--- src/rtl/echo_queue_pkg.sv ---
// echo_queue_pkg: rule indices and the queued request entry shared by the echo queue.
package echo_queue_pkg;
  localparam int RULE_DELAY = 0;
  localparam int RULE_RESPOND = 1;
  localparam int RULE_COUNT = 2;
  localparam int DEF_METH_W = 32;
  localparam int DEF_DATA_W = 32;
  typedef struct packed {
    logic [DEF_METH_W-1:0] meth;
    logic [DEF_DATA_W-1:0] v;
  } entry_t;
endpackage

--- src/rtl/echo_queue_if.sv ---
// echo_queue_if: say request channel and indication_heard response channel.
interface echo_queue_if #(parameter int METH_W = 32, parameter int DATA_W = 32);
  logic say__ENA;
  logic [METH_W-1:0] say_meth;
  logic [DATA_W-1:0] say_v;
  logic say__RDY;
  logic indication_heard__ENA;
  logic [METH_W-1:0] indication_heard_meth;
  logic [DATA_W-1:0] indication_heard_v;
  logic indication_heard__RDY;
  modport master (
    output say__ENA, say_meth, say_v, indication_heard__RDY,
    input say__RDY, indication_heard__ENA, indication_heard_meth, indication_heard_v
  );
  modport slave (
    input say__ENA, say_meth, say_v, indication_heard__RDY,
    output say__RDY, indication_heard__ENA, indication_heard_meth, indication_heard_v
  );
endinterface

--- src/rtl/echo_queue_fifo.sv ---
// echo_queue_fifo: DEPTH-entry register file; full/empty come from the occupancy count, not pointer compare.
module echo_queue_fifo #(
  parameter int W = 64,
  parameter int DEPTH = 4
) (
  input  logic clk,
  input  logic rst,
  input  logic i_push,
  input  logic [W-1:0] i_data,
  input  logic i_pop,
  output logic [W-1:0] o_head,
  output logic [$clog2(DEPTH):0] o_occupancy
);
  localparam int PW = $clog2(DEPTH);
  logic [W-1:0] r_mem [DEPTH];
  logic [PW-1:0] r_wr_ptr, r_rd_ptr;
  logic [PW:0] r_occ;
  assign o_head = r_mem[r_rd_ptr];
  assign o_occupancy = r_occ;
  always_ff @(posedge clk) begin
    if (rst) begin
      r_wr_ptr <= '0;
      r_rd_ptr <= '0;
      r_occ <= '0;
    end else begin
      if (i_push) r_mem[r_wr_ptr] <= i_data;
      if (i_push) r_wr_ptr <= r_wr_ptr + PW'(1);
      if (i_pop) r_rd_ptr <= r_rd_ptr + PW'(1);
      if (i_push != i_pop) r_occ <= i_push ? r_occ + (PW+1)'(1) : r_occ - (PW+1)'(1);
    end
  end
endmodule

--- src/rtl/echo_queue.sv ---
// echo_queue: FIFO of say requests replayed in order through an output register on indication_heard.
module echo_queue
  import echo_queue_pkg::*;
#(
  parameter int METH_W = DEF_METH_W,
  parameter int DATA_W = DEF_DATA_W,
  parameter int DEPTH = 4,
  parameter int CNT_W = 32
) (
  input  logic CLK,
  input  logic RST,
  echo_queue_if.slave bus,
  input  logic [RULE_COUNT-1:0] rule_enable,
  output logic [RULE_COUNT-1:0] rule_ready,
  output logic [$clog2(DEPTH):0] occupancy,
  output logic [CNT_W-1:0] heard_count
);
  localparam int OW = $clog2(DEPTH) + 1;
  logic w_say, w_delay, w_respond, w_delay_rdy, w_respond_rdy;
  logic [METH_W+DATA_W-1:0] w_head;
  logic r_out_valid;
  logic [METH_W-1:0] r_meth;
  logic [DATA_W-1:0] r_v;
  logic [CNT_W-1:0] r_count;
  // out_valid splits the two ready terms, so delay and respond never fire together
  assign w_delay_rdy = (occupancy != '0) && !r_out_valid;
  assign w_respond_rdy = r_out_valid && bus.indication_heard__RDY;
  assign bus.say__RDY = occupancy != OW'(DEPTH);
  assign w_say = bus.say__ENA && bus.say__RDY;
  assign w_delay = rule_enable[RULE_DELAY] && w_delay_rdy;
  assign w_respond = rule_enable[RULE_RESPOND] && w_respond_rdy;
  assign rule_ready = {w_respond_rdy, w_delay_rdy};
  assign bus.indication_heard__ENA = w_respond;
  assign bus.indication_heard_meth = r_meth;
  assign bus.indication_heard_v = r_v;
  assign heard_count = r_count;
  echo_queue_fifo #(.W(METH_W + DATA_W), .DEPTH(DEPTH)) u_fifo (
    .clk(CLK),
    .rst(RST),
    .i_push(w_say),
    .i_data({bus.say_meth, bus.say_v}),
    .i_pop(w_delay),
    .o_head(w_head),
    .o_occupancy(occupancy)
  );
  always_ff @(posedge CLK) begin
    if (RST) begin
      r_out_valid <= 1'b0;
      r_meth <= '0;
      r_v <= '0;
      r_count <= '0;
    end else begin
      if (w_delay) {r_out_valid, r_meth, r_v} <= {1'b1, w_head};
      else if (w_respond) r_out_valid <= 1'b0;
      if (w_respond) r_count <= r_count + CNT_W'(1);
    end
  end
endmodule
--- src/flat_wrapper.sv ---
// flat-port wrapper written by rule: the top's interface ports become plain ports
module echo_queue_flat import echo_queue_pkg::*;
#(
  parameter int METH_W = DEF_METH_W,
  parameter int DATA_W = DEF_DATA_W,
  parameter int DEPTH = 4,
  parameter int CNT_W = 32
)
  (CLK, RST, rule_enable, rule_ready, occupancy, heard_count, bus_say__ENA, bus_say_meth, bus_say_v, bus_indication_heard__RDY, bus_say__RDY, bus_indication_heard__ENA, bus_indication_heard_meth, bus_indication_heard_v);
  echo_queue_if #(.METH_W(METH_W), .DATA_W(DATA_W)) bus_i ();
  input  logic CLK;
  input  logic RST;
  input  logic [RULE_COUNT-1:0] rule_enable;
  output logic [RULE_COUNT-1:0] rule_ready;
  output logic [$clog2(DEPTH):0] occupancy;
  output logic [CNT_W-1:0] heard_count;
  input wire logic [$bits(bus_i.say__ENA)-1:0] bus_say__ENA;
  input wire logic [$bits(bus_i.say_meth)-1:0] bus_say_meth;
  input wire logic [$bits(bus_i.say_v)-1:0] bus_say_v;
  input wire logic [$bits(bus_i.indication_heard__RDY)-1:0] bus_indication_heard__RDY;
  output wire logic [$bits(bus_i.say__RDY)-1:0] bus_say__RDY;
  output wire logic [$bits(bus_i.indication_heard__ENA)-1:0] bus_indication_heard__ENA;
  output wire logic [$bits(bus_i.indication_heard_meth)-1:0] bus_indication_heard_meth;
  output wire logic [$bits(bus_i.indication_heard_v)-1:0] bus_indication_heard_v;
  assign bus_i.say__ENA = bus_say__ENA;
  assign bus_i.say_meth = bus_say_meth;
  assign bus_i.say_v = bus_say_v;
  assign bus_i.indication_heard__RDY = bus_indication_heard__RDY;
  assign bus_say__RDY = bus_i.say__RDY;
  assign bus_indication_heard__ENA = bus_i.indication_heard__ENA;
  assign bus_indication_heard_meth = bus_i.indication_heard_meth;
  assign bus_indication_heard_v = bus_i.indication_heard_v;
  echo_queue #(.METH_W(METH_W), .DATA_W(DATA_W), .DEPTH(DEPTH), .CNT_W(CNT_W)) u_core (.CLK(CLK), .RST(RST), .bus(bus_i), .rule_enable(rule_enable), .rule_ready(rule_ready), .occupancy(occupancy), .heard_count(heard_count));
endmodule
--- config.mk ---
export PLATFORM = sky130hd
export DESIGN_NAME = echo_queue_flat
export DESIGN_NICKNAME = d
export VERILOG_FILES = /design/src/rtl/echo_queue_pkg.sv /design/src/rtl/echo_queue_if.sv /design/src/rtl/echo_queue_fifo.sv /design/src/rtl/echo_queue.sv /design/src/flat_wrapper.sv
export SDC_FILE = /design/constraint.sdc
export NUM_CORES = 1
export LEC_CHECK = 0
export CORE_MARGIN = 8
export CORE_UTILIZATION = 55
export CTS_BUF_LIST = sky130_fd_sc_hd__clkbuf_8
export CTS_CLUSTER_DIAMETER = 50
export DETAILED_ROUTE_END_ITERATION = 6
export PLACE_DENSITY = 0.77
export SLEW_MARGIN = 20
export SYNTH_ARGS = -nofsm -noshare
export SYNTH_HDL_FRONTEND = slang
export SYNTH_SLANG_ARGS = --single-unit
--- constraint.sdc ---
create_clock -name CLK -period 4 [get_ports CLK]
set_input_delay 0.8 -clock CLK [delete_from_list [all_inputs] [get_ports CLK]]
set_output_delay 0.8 -clock CLK [all_outputs]
set_load 0.01 [all_outputs]
==> qor.txt, run 1 <==
CTS buffer count: 55
Launch point of the worst path: bus_indication_heard__RDY
DRC viols: 0
Routability cong.: 0.7626
Die X: 171.8 µm
CTS Hold Bufs: 0
Final worst-path cycle share: 0.7781
Pin count of the biggest net entering global routing: 66
Share of layout cells above drive strength 1: 0.1493
Antenna violations before repair: 1
Metal-1 WL: 11.53 mm
CTS H-tree lvls: 2
Setup violators final: 0
Max-Slew Margin vs Limit: 0.3280
Yosys reg bits: 360
Syn Std Cell Area: 0.01336 mm²
Sequential Area: 0.009777 mm²
Status: completed
HPWL reported at the end of detailed placement: 17.77 mm
First-pass GRT wire length: 42.56 mm
Clock latency on the worst-skew pair: 0.57 ns
Crit path time final: 3.113 ns
Slew Viols, Final: 0
TritonCTS clock tree: done
Drt first pass iters: 5
Rows: 57
YS warnings: 0
Hold depth: 2
DRT iter0 DRCs: 774
Net count after synthesis: 920
Critical Path RT: 3.20 ns
Leak pwr: 5.346 nW
Register area share after synthesis: 0.7314
Share of flip-flops with an asynchronous set or reset: 0
Maximum VDD drop: 0.0003567 V
CTS max path bufs: 3
Core Box Area: 0.02411 mm²
Sink Count: 360
Clk_skew: 0.01236 ns
R2r setup slk: 1.68 ns
Routed wire length: 27.73 mm
Resize count post-CTS: 0
Hold slack final: 0.4528 ns
Max-cap violations: 0
IO Count: 173
Leading area contributor after synthesis: edfxtp_1
Cells after Synth: 844
Worst Setup End Kind: primary output
Hold Vio Cnt, Final: 0
Gr ovfl total: 0
Min-delay src: u_core.bus.indication_heard_meth[25]
DR vias: 7829
Depth of the worst register-to-register path: 5
Mean post-synth cell area: 15.83 µm²
Die Y: 171.8 µm
NumNets Final: 1115
Hold path endpoint: u_core.bus.indication_heard_meth[25]
Reg2reg end: u_core.u_fifo.r_mem[1][22]
Pwr dens: 575.2 mW/mm²
FF-to-FF Start: u_core.u_fifo.o_occupancy[0]
Main area contributors after synthesis: edfxtp_1, dfxtp_1, mux4_2
HP Class: reg -> reg
EDFF count, synth: 256
Slew @ Worst Pin: 1.008 ns
Vias per inst: 5.556
Tot GR Track Use: 0.1855
Clock transition at path regs: 0.06 ns
Vias in the first global route: 7885
Layout area overhead: 23.43%
Most common flop cell mapped by yosys: edfxtp_1
# fillers: 1685
WL met3: 2.072 mm
Footprint of the multi-input gates: 0.003372 mm²
Most common cell after layout, fill and taps aside: edfxtp_1
Met2 wire length: 13.69 mm
DIE AREA: 0.02953 mm²
Buffers on Ports: 172
CP Launch Type: input pin
TNS Setup: 0 ns
Most frequent cells in the layout: edfxtp_1, clkdlybuf4s50_1, nand2_1, dfxtp_1, a21oi_1
ANT cells: 0
DR WL/cell: 19.68 µm
Antenna Violating Nets Remaining: 0
Initial Utilization: 0.5541
Setup CP Type: in -> out
RSZ-0062 raised after global routing: no
Post-synth top area share: 0.5755
Post-CTS Setup Repair Bufs: 0
Crit-path max FO: 10
Post-synth cell types: 38
Root buffer cell: clkbuf_8
Top Layer Used: met5
Highest clock rate: 0.3213 GHz
Critical path arrival: 2.31 ns
==> how the worst max path moves through the flow <==
stage                           endpoint  slack, ns  depth (start not counted)
5_1_grt        bus_indication_heard__ENA       0.84                          3
6_report       bus_indication_heard__ENA       0.89                          3
4_1_cts        bus_indication_heard__ENA       0.90                          3
2_1_floorplan  u_core.u_fifo.r_mem[0][0]       0.86                          5
3_5_place_dp   bus_indication_heard__ENA       0.90                          3
3_3_place_gp   bus_indication_heard__ENA       0.93                          3
==> stage by stage <==
| stage | cell area, µm² | setup WS (ns) | std cells | power, mW | utilization |
|---|---|---|---|---|---|
| floorplan | 13360 | 0.8590 | 844 | 5.923 | - |
| global placement | 15450 | 0.9311 | 1306 | 6.763 | 0.6409 |
| detailed placement | 15450 | 0.9043 | 1306 | 6.804 | 0.6409 |
| CTS | 16490 | 0.9038 | 1409 | 9.589 | 0.6840 |
| global route | 16490 | 0.8379 | 1409 | 9.930 | 0.6840 |
| finish | 16490 | 0.8875 | 1409 | 9.483 | 0.6840 |
==> area by class of cell <==
class,instances,area share
clock buffers,61,0.05092
clock inverters,42,0.01207
inverters,8,0.001821
multi-input cells,426,0.2045
flip-flops and latches,360,0.5930
well taps,324,0.02459
repair buffers,188,0.1131
==> Yosys cell counts (all sizes together), types with 2 or more instances <==
cell type and count:
and2 6, nor2b 3, xnor2 7, mux2 3
o31ai 13, ha 5, clkbuf 36, xor2 6
nor3 3, a21oi 86, mux2i 2, or3 8
inv 8, o21ai 7, nor4 2, dfxtp 104
nor2 18, or4 14, nand4 10, and4 6
nand2b 3, and3 3, buf 14, mux4 64
edfxtp 256, nand2 139, nand3 11
==> state kept, by name (all words and copies together) (netlist names) <==
register	cells
u_core.bus.indication_heard_meth	32
u_core.bus.indication_heard_v	32
u_core.heard_count	32
u_core.r_out_valid	1
u_core.u_fifo.o_occupancy	3
u_core.u_fifo.r_mem	256
u_core.u_fifo.r_rd_ptr	2
u_core.u_fifo.r_wr_ptr	2
==> critical path, stage by stage <==
cell	delay [ns]
clkdlybuf4s50_1	0.49
and3_1	0.40
clkdlybuf4s50_1	0.62
==> routing by layer <==
layer | GRT usage | up-vias
met3 | 0.04430 | 45
met2 | 0.3089 | 289
li1 | - | 3615
met5 | 0 | -
met4 | 0.05547 | 2
met1 | 0.2400 | 3878
==> where the power goes <==
| part | switching (mW) | total, mW | leakage, nW | internal [mW] |
|---|---|---|---|---|
| clock | 1.33 | 2.79 | 0.623 | 1.46 |
| sequential | 0.322 | 4.71 | 3.17 | 4.39 |
| combinational | 0.893 | 1.98 | 1.55 | 1.09 |
==> cell families after synthesis <==
group,Yosys count,synth area share
buffers and inverters,58,0.01798
and+or+nand+nor,229,0.07980
adders and majority gates,6,0.006182
AOI/OAI and AO/OA,109,0.04421
xor gates and xnor gates,13,0.008524
DFF,360,0.7314
muxes,69,0.1119
(Power assumes the default switching activity.)
==> run 2, diff against run 1 <==
Clock period 4 ns to 3.2 ns, I/O delays scaled along.
==> qor.txt, run 2 (synthesized netlist as in run 1, its figures left out) <==
CTS buffer count: 56 (was 55)
Routability cong.: 0.7519 (was 0.7626)
Sink Count: 360 (unchanged)
Vias in the first global route: 8133 (was 7885)
Setup CP Type: reg -> out (was in -> out)
Hold Vio Cnt, Final: 0 (unchanged)
HPWL reported at the end of detailed placement: 17.52 mm (was 17.77 mm)
Rows: 57 (unchanged)
Clock latency on the worst-skew pair: 0.58 ns (was 0.57 ns)
Clk_skew: 0.02727 ns (was 0.01236 ns)
Worst path max stage delay: 0.55 ns (was 0.62 ns)
Worst path bufs/invs: 1 (was 2)
Slew @ Worst Pin: 0.7497 ns (was 1.008 ns)
DR vias: 7818 (was 7829)
Setup violators final: 0 (unchanged)
Buffers on Ports: 172 (unchanged)
TNS Setup: 0 ns (unchanged)
CP Launch Type: flop (was input pin)
Maximum VDD drop: 0.0004148 V (was 0.0003567 V)
Worst Setup End Kind: primary output (unchanged)
Crit path max-delay family: simple AND/OR/NAND/NOR gates (was buffers and inverters)
Layout area overhead: 25.11% (was 23.43%)
Die X: 171.8 µm (unchanged)
Post-DP Area: 0.01556 mm² (was 0.01545 mm²)
CTS max path bufs: 3 (unchanged)
TritonCTS clock tree: done (unchanged)
Pwr dens: 728.6 mW/mm² (was 575.2 mW/mm²)
DRC viols: 0 (unchanged)
Max reg flops: 256 (unchanged)
Crit-path max FO: 7 (was 10)
Most common cell after layout, fill and taps aside: edfxtp_1 (unchanged)
Antenna violations before repair: 4 (was 1)
DR WL/cell: 19.53 µm (was 19.68 µm)
CTS Hold Bufs: 0 (unchanged)
DRT iter0 DRCs: 632 (was 774)
Root buffer cell: clkbuf_8 (unchanged)
IO Count: 173 (unchanged)
Max-Slew Margin vs Limit: 0.5002 (was 0.3280)
Post-route cell area: 0.01671 mm² (was 0.01649 mm²)
Max-cap violations: 0 (unchanged)
Antenna Violating Nets Remaining: 0 (unchanged)
Status: completed (unchanged)
Highest clock rate: 0.3763 GHz
Vias per inst: 5.517 (was 5.556)
Critical path, cell by cell: or3b_2 > clkdlybuf4s50_1 (was clkdlybuf4s50_1 > and3_1 > clkdlybuf4s50_1)
HP Class: reg -> reg (unchanged)
Critical path arrival: 2.02 ns (was 2.31 ns)
Resize count post-CTS: 0 (unchanged)
Drt first pass iters: 5 (unchanged)
Post-CTS Setup Repair Bufs: 0 (unchanged)
NumNets Final: 1119 (was 1115)
Crit path time final: 2.658 ns
Routed wire length: 27.68 mm (was 27.73 mm)
Core Box Area: 0.02411 mm² (unchanged)
Pin count of the biggest net entering global routing: 70 (was 66)
RSZ-0062 raised after global routing: no (unchanged)
Reg with most FFs: u_core.u_fifo.r_mem (unchanged)
Leak pwr: 5.438 nW (was 5.346 nW)
Critical Path RT: 2.56 ns (was 3.20 ns)
CTS H-tree lvls: 2 (unchanged)
First-pass GRT wire length: 42.97 mm (was 42.56 mm)
Tot Pwr: 12.18 mW (was 9.483 mW)
Final worst-path cycle share: 0.8305
Slowest CP cell: or3b_2 (was clkdlybuf4s50_1)
Gr ovfl total: 0 (unchanged)
Die Y: 171.8 µm (unchanged)
Clock transition at path regs: 0.06 ns (about the same)
DIE AREA: 0.02953 mm² (unchanged)
Initial Utilization: 0.5541 (unchanged)
Most frequent cells in the layout: edfxtp_1, clkdlybuf4s50_1, nand2_1, dfxtp_1, a21oi_1 (unchanged)
Share of layout cells above drive strength 1: 0.1659 (was 0.1493)
Slew Viols, Final: 0 (unchanged)
Tot GR Track Use: 0.1876 (was 0.1855)
run 2: cell count changes in the layout (fill, tap and decap cells not counted):
cell and change:
buf_12 +7, buf_4 -4, clkbuf_8 +9, clkinv_1 -9
clkinv_2 +7, diode_2 +2, inv_1 -4
run 2: power by group:
part	internal (mW)	switching (mW)	leakage [nW]	total [mW]
Sequential	5.49	0.367	3.17	5.85
Clock	2.06	1.71	0.680	3.77
Combinational	1.41	1.15	1.59	2.56
Total	8.95	3.23	5.44	12.2
run 2: tightest hold or removal path: stages (launching register included):
cell and delay, ns:
dfxtp_1 0.31, nand2_1 0.05, a21oi_1 0.05
run 2: final timing paths:
check | end | from | slack [ns] | cells past startpoint
min | u_core.bus.indication_heard_meth[26] | u_core.bus.indication_heard_meth[26] | 0.46 | 2
max reg2reg | u_core.u_fifo.r_mem[2][57] | u_core.u_fifo.o_occupancy[0] | 1.00 | 5
max | bus_say__RDY | u_core.u_fifo.o_occupancy[0] | 0.54 | 2
min reg2reg | u_core.bus.indication_heard_meth[26] | u_core.bus.indication_heard_meth[26] | 0.46 | 2
run 2: area by class of cell:
| type | instances | area [µm²] |
|---|---|---|
| tap | 324 | 405.4 |
| multi-input combinational | 426 | 3372 |
| clock inverter | 36 | 185.2 |
| fill | 1682 | 7393 |
| sequential | 360 | 9777 |
| timing repair buffer | 191 | 1974 |
| clock buffer | 70 | 963.4 |
| inverter | 8 | 30.03 |
| antenna | 2 | 5.005 |
run 2: metrics by stage:
step	instances	utilization	worst slack (ns)	hold WS, ns
global route	1417	0.6933	0.4527	0.4729
CTS	1415	0.6931	0.4934	0.4559
finish	1417	0.6933	0.5423	0.4550
global placement	1309	0.6454	0.5699	0.4426
floorplan	844	-	0.05897	0.4692
detailed placement	1309	0.6454	0.5114	0.4480
run 2: layer usage:
metal,wire [µm],track usage
met3,2006,0.04407
met5,27,0
met2,13560,0.3156
met4,678,0.07609
met1,11410,0.2321
